[src/rtl/rob_pkg.sv]
// Purpose: shared defaults and width helpers for reorder-buffer blocks.
// Contents: default index width / port count, depth and counter-width helpers.
// Users: import rob_pkg::*; in any ROB block needing consistent sizing.
package rob_pkg;

  localparam int unsigned ROB_ADDR_WIDTH = 4;
  localparam int unsigned ROB_SET_PORTS  = 2;

  // Number of entries addressed by an index of the given width.
  function automatic int unsigned rob_depth(input int unsigned addr_width);
    return 32'd1 << addr_width;
  endfunction

  // Bits needed to index 0..depth-1.
  function automatic int unsigned rob_idx_width(input int unsigned depth);
    return (depth > 1) ? $clog2(depth) : 1;
  endfunction

  // Bits needed to hold an occupancy count 0..depth inclusive.
  function automatic int unsigned rob_cnt_width(input int unsigned depth);
    return $clog2(depth + 1);
  endfunction

endpackage

[src/rtl/rob_set_decode.sv]
// Purpose: fold SET_PORTS indexed set strobes into one DEPTH-bit OR mask.
// Latency: purely combinational, zero cycles.
// Backpressure: none; every strobe is always absorbed into the mask.
// Ports: set_i/set_addr_i (per-port strobe and packed index, port p at
//        [p*ADDR_WIDTH +: ADDR_WIDTH]); mask_o (entries set this cycle);
//        multi_hit_o (two or more ports hit the same entry).
module rob_set_decode
  import rob_pkg::*;
#(
  parameter int unsigned ADDR_WIDTH = ROB_ADDR_WIDTH,
  parameter int unsigned SET_PORTS  = ROB_SET_PORTS,
  localparam int unsigned DEPTH     = 1 << ADDR_WIDTH
) (
  input  logic [SET_PORTS-1:0]            set_i,
  input  logic [SET_PORTS*ADDR_WIDTH-1:0] set_addr_i,
  output logic [DEPTH-1:0]                mask_o,
  output logic                            multi_hit_o
);

  logic [DEPTH-1:0]      mask_d;
  logic                  multi_d;
  logic [ADDR_WIDTH-1:0] addr;

  // A port landing on a bit already claimed by a lower port is a multi-hit;
  // the entry still appears once in the mask so it is counted once.
  always_comb begin
    mask_d  = '0;
    multi_d = 1'b0;
    addr    = '0;
    for (int p = 0; p < SET_PORTS; p++) begin
      addr = set_addr_i[p*ADDR_WIDTH +: ADDR_WIDTH];
      if (set_i[p]) begin
        if (mask_d[addr]) begin
          multi_d = 1'b1;
        end
        mask_d[addr] = 1'b1;
      end
    end
  end

  assign mask_o      = mask_d;
  assign multi_hit_o = multi_d;

endmodule

[src/rtl/rob_valid_tracker.sv]
// Purpose: multi-port ROB valid bitmap with in-order retire, occupancy count.
// Latency: sets/pops visible next cycle; rd_data_o returns one cycle after query.
// Backpressure: pop is honoured only while head_valid_o is high, else flagged.
// Ports: clk/rst (sync, active-high); set_i/set_addr_i completion ports;
//        pop_i retire head; flush_i clear table; rd_addr_i/rd_data_o query;
//        head_addr_o/head_valid_o head state; valid_cnt_o occupancy;
//        dup_err_o/pop_err_o sticky error flags (cleared only by rst).
module rob_valid_tracker
  import rob_pkg::*;
#(
  parameter int unsigned ADDR_WIDTH = ROB_ADDR_WIDTH,
  parameter int unsigned SET_PORTS  = ROB_SET_PORTS,
  localparam int unsigned DEPTH     = 1 << ADDR_WIDTH
) (
  input  logic                            clk,
  input  logic                            rst,
  input  logic [SET_PORTS-1:0]            set_i,
  input  logic [SET_PORTS*ADDR_WIDTH-1:0] set_addr_i,
  input  logic                            pop_i,
  input  logic                            flush_i,
  input  logic [ADDR_WIDTH-1:0]           rd_addr_i,
  output logic                            rd_data_o,
  output logic [ADDR_WIDTH-1:0]           head_addr_o,
  output logic                            head_valid_o,
  output logic [ADDR_WIDTH:0]             valid_cnt_o,
  output logic                            dup_err_o,
  output logic                            pop_err_o
);

  localparam int unsigned CNT_W = rob_cnt_width(DEPTH);

  logic [DEPTH-1:0]      valid_q, valid_d;
  logic [ADDR_WIDTH-1:0] head_q, head_d;
  logic [CNT_W-1:0]      cnt_q, cnt_d;
  logic                  rd_q, rd_d;
  logic                  dup_err_q, dup_err_d;
  logic                  pop_err_q, pop_err_d;

  logic [DEPTH-1:0]      set_mask;
  logic                  multi_hit;
  logic                  head_valid;
  logic                  pop_acc;
  logic [DEPTH-1:0]      clr_mask;
  logic [DEPTH-1:0]      new_bits;
  logic [CNT_W-1:0]      n_new;
  logic                  dec;

  rob_set_decode #(
    .ADDR_WIDTH (ADDR_WIDTH),
    .SET_PORTS  (SET_PORTS)
  ) u_set_decode (
    .set_i       (set_i),
    .set_addr_i  (set_addr_i),
    .mask_o      (set_mask),
    .multi_hit_o (multi_hit)
  );

  // Head status comes only from registers, so pop acceptance never depends
  // combinationally on this cycle's sets.
  assign head_valid = valid_q[head_q];
  assign pop_acc    = pop_i & head_valid;

  always_comb begin
    clr_mask = '0;
    if (pop_acc) begin
      clr_mask[head_q] = 1'b1;
    end
  end

  // Entries going 0->1 this cycle. The popped entry was 1 beforehand, so a
  // same-cycle re-set of it is not new; instead it cancels the decrement.
  assign new_bits = set_mask & ~valid_q;
  assign dec      = pop_acc & ~set_mask[head_q];

  always_comb begin
    n_new = '0;
    for (int i = 0; i < DEPTH; i++) begin
      if (new_bits[i]) begin
        n_new = n_new + CNT_W'(1);
      end
    end
  end

  always_comb begin
    valid_d   = valid_q;
    head_d    = head_q;
    cnt_d     = cnt_q;
    rd_d      = valid_q[rd_addr_i];
    dup_err_d = dup_err_q;
    pop_err_d = pop_err_q;
    if (flush_i) begin
      // Flush discards same-cycle sets/pops, so they raise no errors either.
      valid_d = '0;
      head_d  = '0;
      cnt_d   = '0;
      rd_d    = 1'b0;
    end else begin
      valid_d = (valid_q & ~clr_mask) | set_mask;
      cnt_d   = cnt_q + n_new - CNT_W'(dec);
      if (pop_acc) begin
        head_d = head_q + ADDR_WIDTH'(1);
      end
      if (multi_hit || |(set_mask & valid_q & ~clr_mask)) begin
        dup_err_d = 1'b1;
      end
      if (pop_i && !head_valid) begin
        pop_err_d = 1'b1;
      end
    end
  end

  always_ff @(posedge clk) begin
    if (rst) begin
      valid_q   <= '0;
      head_q    <= '0;
      cnt_q     <= '0;
      rd_q      <= 1'b0;
      dup_err_q <= 1'b0;
      pop_err_q <= 1'b0;
    end else begin
      valid_q   <= valid_d;
      head_q    <= head_d;
      cnt_q     <= cnt_d;
      rd_q      <= rd_d;
      dup_err_q <= dup_err_d;
      pop_err_q <= pop_err_d;
    end
  end

  assign rd_data_o    = rd_q;
  assign head_addr_o  = head_q;
  assign head_valid_o = head_valid;
  assign valid_cnt_o  = cnt_q;
  assign dup_err_o    = dup_err_q;
  assign pop_err_o    = pop_err_q;

endmodule

[config.mk]
export PLATFORM = sky130hd
export DESIGN_NAME = rob_valid_tracker
export DESIGN_NICKNAME = d
export VERILOG_FILES = /design/src/rtl/rob_pkg.sv /design/src/rtl/rob_set_decode.sv /design/src/rtl/rob_valid_tracker.sv
export SDC_FILE = /design/constraint.sdc
export NUM_CORES = 1
export LEC_CHECK = 0
export BUFFER_PORTS_ARGS = -buffer_cell sky130_fd_sc_hd__buf_4
export CAP_MARGIN = 10
export CORE_MARGIN = 2
export CORE_UTILIZATION = 30
export DETAILED_ROUTE_END_ITERATION = 12
export GPL_TIMING_DRIVEN = 1
export HOLD_SLACK_MARGIN = 0.05
export PLACE_DENSITY = 0.57
export SYNTH_ARGS = -nofsm -noshare
export SYNTH_HDL_FRONTEND = slang
export SYNTH_SLANG_ARGS = --single-unit
[constraint.sdc]
create_clock -name clk -period 23.4 [get_ports clk]
set_input_delay 2.34 -clock clk [delete_from_list [all_inputs] [get_ports clk]]
set_output_delay 2.34 -clock clk [all_outputs]
set_load 0.1 [all_outputs]
==> reports/metrics.json <==
{
  "status": "complete, no violations",
  "place_congestion": 0.861,
  "synth-async-reset-ratio_pct": 0,
  "p_seq_share_pct": 23.1,
  "gr_usage_total_pct": 15.7,
  "ys_warn_count": 0,
  "cp-start-kind": "input port",
  "grt_max_degree": 27,
  "crit_path_max_incr_delay_ps": 400,
  "design.final.nets": 523,
  "crit-reg2reg-launch": "valid_q[1]$_SDFF_PP0_",
  "total_leakage_power_nw": 1.59,
  "post_synth_inst_count": 462,
  "port-buffer-count": 30,
  "switching_share_pct": 41.6,
  "grt_pass1_wl_microns": 17400,
  "synthFlopType": "sky130_fd_sc_hd__dfxtp_1",
  "grt_setup_unrepaired": "false",
  "postSynthNetCount": 509,
  "ir_drop_mv": 0.0606,
  "maxSlewHeadroom_pct": 36.3,
  "design.core.area_sq_mm": 0.0126,
  "clkPwrFrac_pct": 23.2,
  "cts.root.buffer_cell": "sky130_fd_sc_hd__clkbuf_16",
  "crit_start": "set_addr_i[5]",
  "met2RoutedLength_microns": 4850,
  "cts.clk_slew.worst_paths_ps": 80,
  "detail_route.wirelength.met1_microns": 4930,
  "flow.area_growth_from_synthesis_pct": 11.5,
  "fp.dieArea_sq_mm": 0.0137,
  "period_minus_slack_ps": 12210,
  "ctsResizeCount": 0,
  "routed_wire_length_per_instance_microns": 15.9,
  "detail_route.wirelength_microns": 10300,
  "tritoncts": "built",
  "final-hold-violation-count": 0,
  "antenna-diode-count": 0,
  "chipWidth_microns": 117,
  "cp_slowest_cell": "sky130_fd_sc_hd__nor3b_1",
  "clk_lat_worst_skew_ps": 270,
  "route.detailed.vias_per_inst": 5.40,
  "timing.critical_path.arrival_ps": 12360,
  "post-route-drc-count": 0,
  "number_of_global_route_vias_before_repair": 3451,
  "detailed_place_hpwl_microns": 8010,
  "pre_cts_worst_setup_slack_ps": 10980,
  "max_cap_viol_count": 0,
  "std_cell_rows": 41,
  "drtIter0Drc": 194,
  "clock.fmax_mhz": 81.9,
  "worst_hold_slack_ps": 485,
  "initial_antenna_violation_count": 0,
  "drive_above_1_share_pct": 18.1,
  "start_util_pct": 30.6,
  "cts.sinks": 28,
  "num_io_pins": 31,
  "postLayoutCoreUtil_pct": 34.1,
  "finClkSkew_ps": 4.62,
  "postCtsSetupBuffers": 0,
  "post_synthesis_sequential_element_count": 28,
  "timing.final.max_slew_violations": 0,
  "cts-hold-fix-buffers": 0,
  "final_critical_path_setup_slack_ps": 11190,
  "layout.cells.most_common_list": "sky130_fd_sc_hd__nor2_1, sky130_fd_sc_hd__a21oi_1, sky130_fd_sc_hd__buf_4, sky130_fd_sc_hd__inv_1, sky130_fd_sc_hd__nand2_1",
  "path_max_fanout": 8,
  "synth-edff-count": 0,
  "power.net_switching_w": 0.0000946,
  "drt_first_pass_iters": 4,
  "synthesis.area_sq_mm": 0.00384,
  "mean_area_per_synthesized_cell_sq_um": 8.31,
  "cell_internal_pwr_w": 0.000133,
  "max_slew.worst_pin.slew_ps": 952,
  "crit_top_cell": "sky130_fd_sc_hd__ha_1",
  "postRouteAntennaNets": 0,
  "layout_worst_path_cycle_share_pct": 52.2,
  "synth_sequential_area_ratio_pct": 14.6,
  "crit_path_end_kind": "flop",
  "dieHeight_microns": 117,
  "grt.overflow.total": 0,
  "ctsLongestPathBuffers": 2,
  "route.top_layer_used": "met4",
  "worstHoldStart": "dup_err_o$_SDFFE_PP0P_",
  "power.density_mw_per_mm2": 53.1,
  "num_vias": 3494,
  "fin_tns_setup_ps": 0,
  "timing.final.setup_violations": 0,
  "power.share.combinational_pct": 53.7,
  "cp_data_required_time_ps": 23540,
  "clock_tree.htree_level_count": 1,
  "tritoncts.num_buffers": 3,
  "category_of_the_most_critical_setup_path": "in2reg",
  "wl_met3_microns": 434,
  "hp-class": "reg2reg",
  "most_common_cell_after_layout_fill_and_taps_aside": "sky130_fd_sc_hd__nor2_1",
  "synth_cell_type_count": 80
}
final cells by class:
type / count / area, sq um
Clock inverter: 1 / 30.0
Clock buffer: 3 / 75.1
Inverter: 30 / 118
Tap cell: 172 / 215
Multi-Input combinational cell: 383 / 3060
Timing Repair Buffer: 30 / 225
Fill cell: 1335 / 8290
Sequential cell: 28 / 561
cell usage after synthesis (5+ instances only):
master	instances	share of area [%]
sky130_fd_sc_hd__mux4_2	15	8.8
sky130_fd_sc_hd__o22ai_1	12	2.0
sky130_fd_sc_hd__ha_1	28	9.1
sky130_fd_sc_hd__dfxtp_1	28	15
sky130_fd_sc_hd__nor2_1	53	5.2
sky130_fd_sc_hd__mux2i_1	6	1.6
sky130_fd_sc_hd__or2_2	6	0.98
sky130_fd_sc_hd__nor2b_1	7	1.1
sky130_fd_sc_hd__a22oi_1	7	1.4
sky130_fd_sc_hd__inv_1	29	2.8
sky130_fd_sc_hd__nand2_1	29	2.8
sky130_fd_sc_hd__nor3_1	16	2.1
sky130_fd_sc_hd__a21oi_1	31	4.0
sky130_fd_sc_hd__buf_2	6	0.78
sky130_fd_sc_hd__xor2_1	14	3.2
sky130_fd_sc_hd__xnor2_1	27	6.2
sky130_fd_sc_hd__clkbuf_1	11	1.1
sky130_fd_sc_hd__o21ai_0	23	3.0
sky130_fd_sc_hd__nand3_1	8	1.0
sky130_fd_sc_hd__a31oi_1	5	0.81
worst max-delay path, delay by kind of cell:
kind	cells	cell delay (ps)
adders and majority gates	9	2600
AOI/OAI and AO/OA	17	3050
muxes	2	440
xor gates and xnor gates	6	920
and+or+nand+nor	13	2230
buffers and inverters	8	770
final timing paths:
check / endpoint / slack, ps / cells past startpoint
max reg2reg: valid_cnt_o[4]$_SDFF_PP0_ / 13740 / 52
min: dup_err_o$_SDFFE_PP0P_ / 490 / 2
max: valid_cnt_o[4]$_SDFF_PP0_ / 11190 / 55
min reg2reg: dup_err_o$_SDFFE_PP0P_ / 490 / 2
registers in the layout, summed over array words and instances, names as in the netlist:
signal,count
dup_err_o,1
head_addr_o,4
pop_err_o,1
rd_data_o,1
valid_cnt_o,5
valid_q,16
cells by family after synthesis:
kind of cell,Yosys count,share of synthesized area (%)
simple gates,157,20.8
compound gates,124,23.3
xor+xnor,51,15.2
buf+inv,51,5.80
fa+ha+maj,29,9.64
flops,28,14.6
mux,22,10.7
metal layers:
metal | global-route usage (%) | up-vias
li1 | - | 1716
met1 | 23.2 | 1686
met2 | 25.7 | 85
met3 | 1.03 | 7
met4 | 2.67 | 0
met5 | 0 | -
metrics by stage:
stage | power [W] | instances | instance area (sq um)
after floorplan | 0.000153 | 462 | 3840
after global placement | 0.000173 | 643 | 4180
after detailed placement | 0.000175 | 643 | 4180
after CTS | 0.000228 | 647 | 4280
after global routing | 0.000245 | 647 | 4280
final | 0.000227 | 647 | 4280
power groups by stage:
stage          logic (W)  registers [W]  clock network (W)
3_5_place_dp    0.000121      0.0000536                  0
3_3_place_gp    0.000120      0.0000536                  0
2_1_floorplan  0.0000824      0.0000702                  0
6_report        0.000122      0.0000525          0.0000527
5_1_grt         0.000136      0.0000529          0.0000554
4_1_cts         0.000122      0.0000525          0.0000534
(Power assumes the default switching activity.)
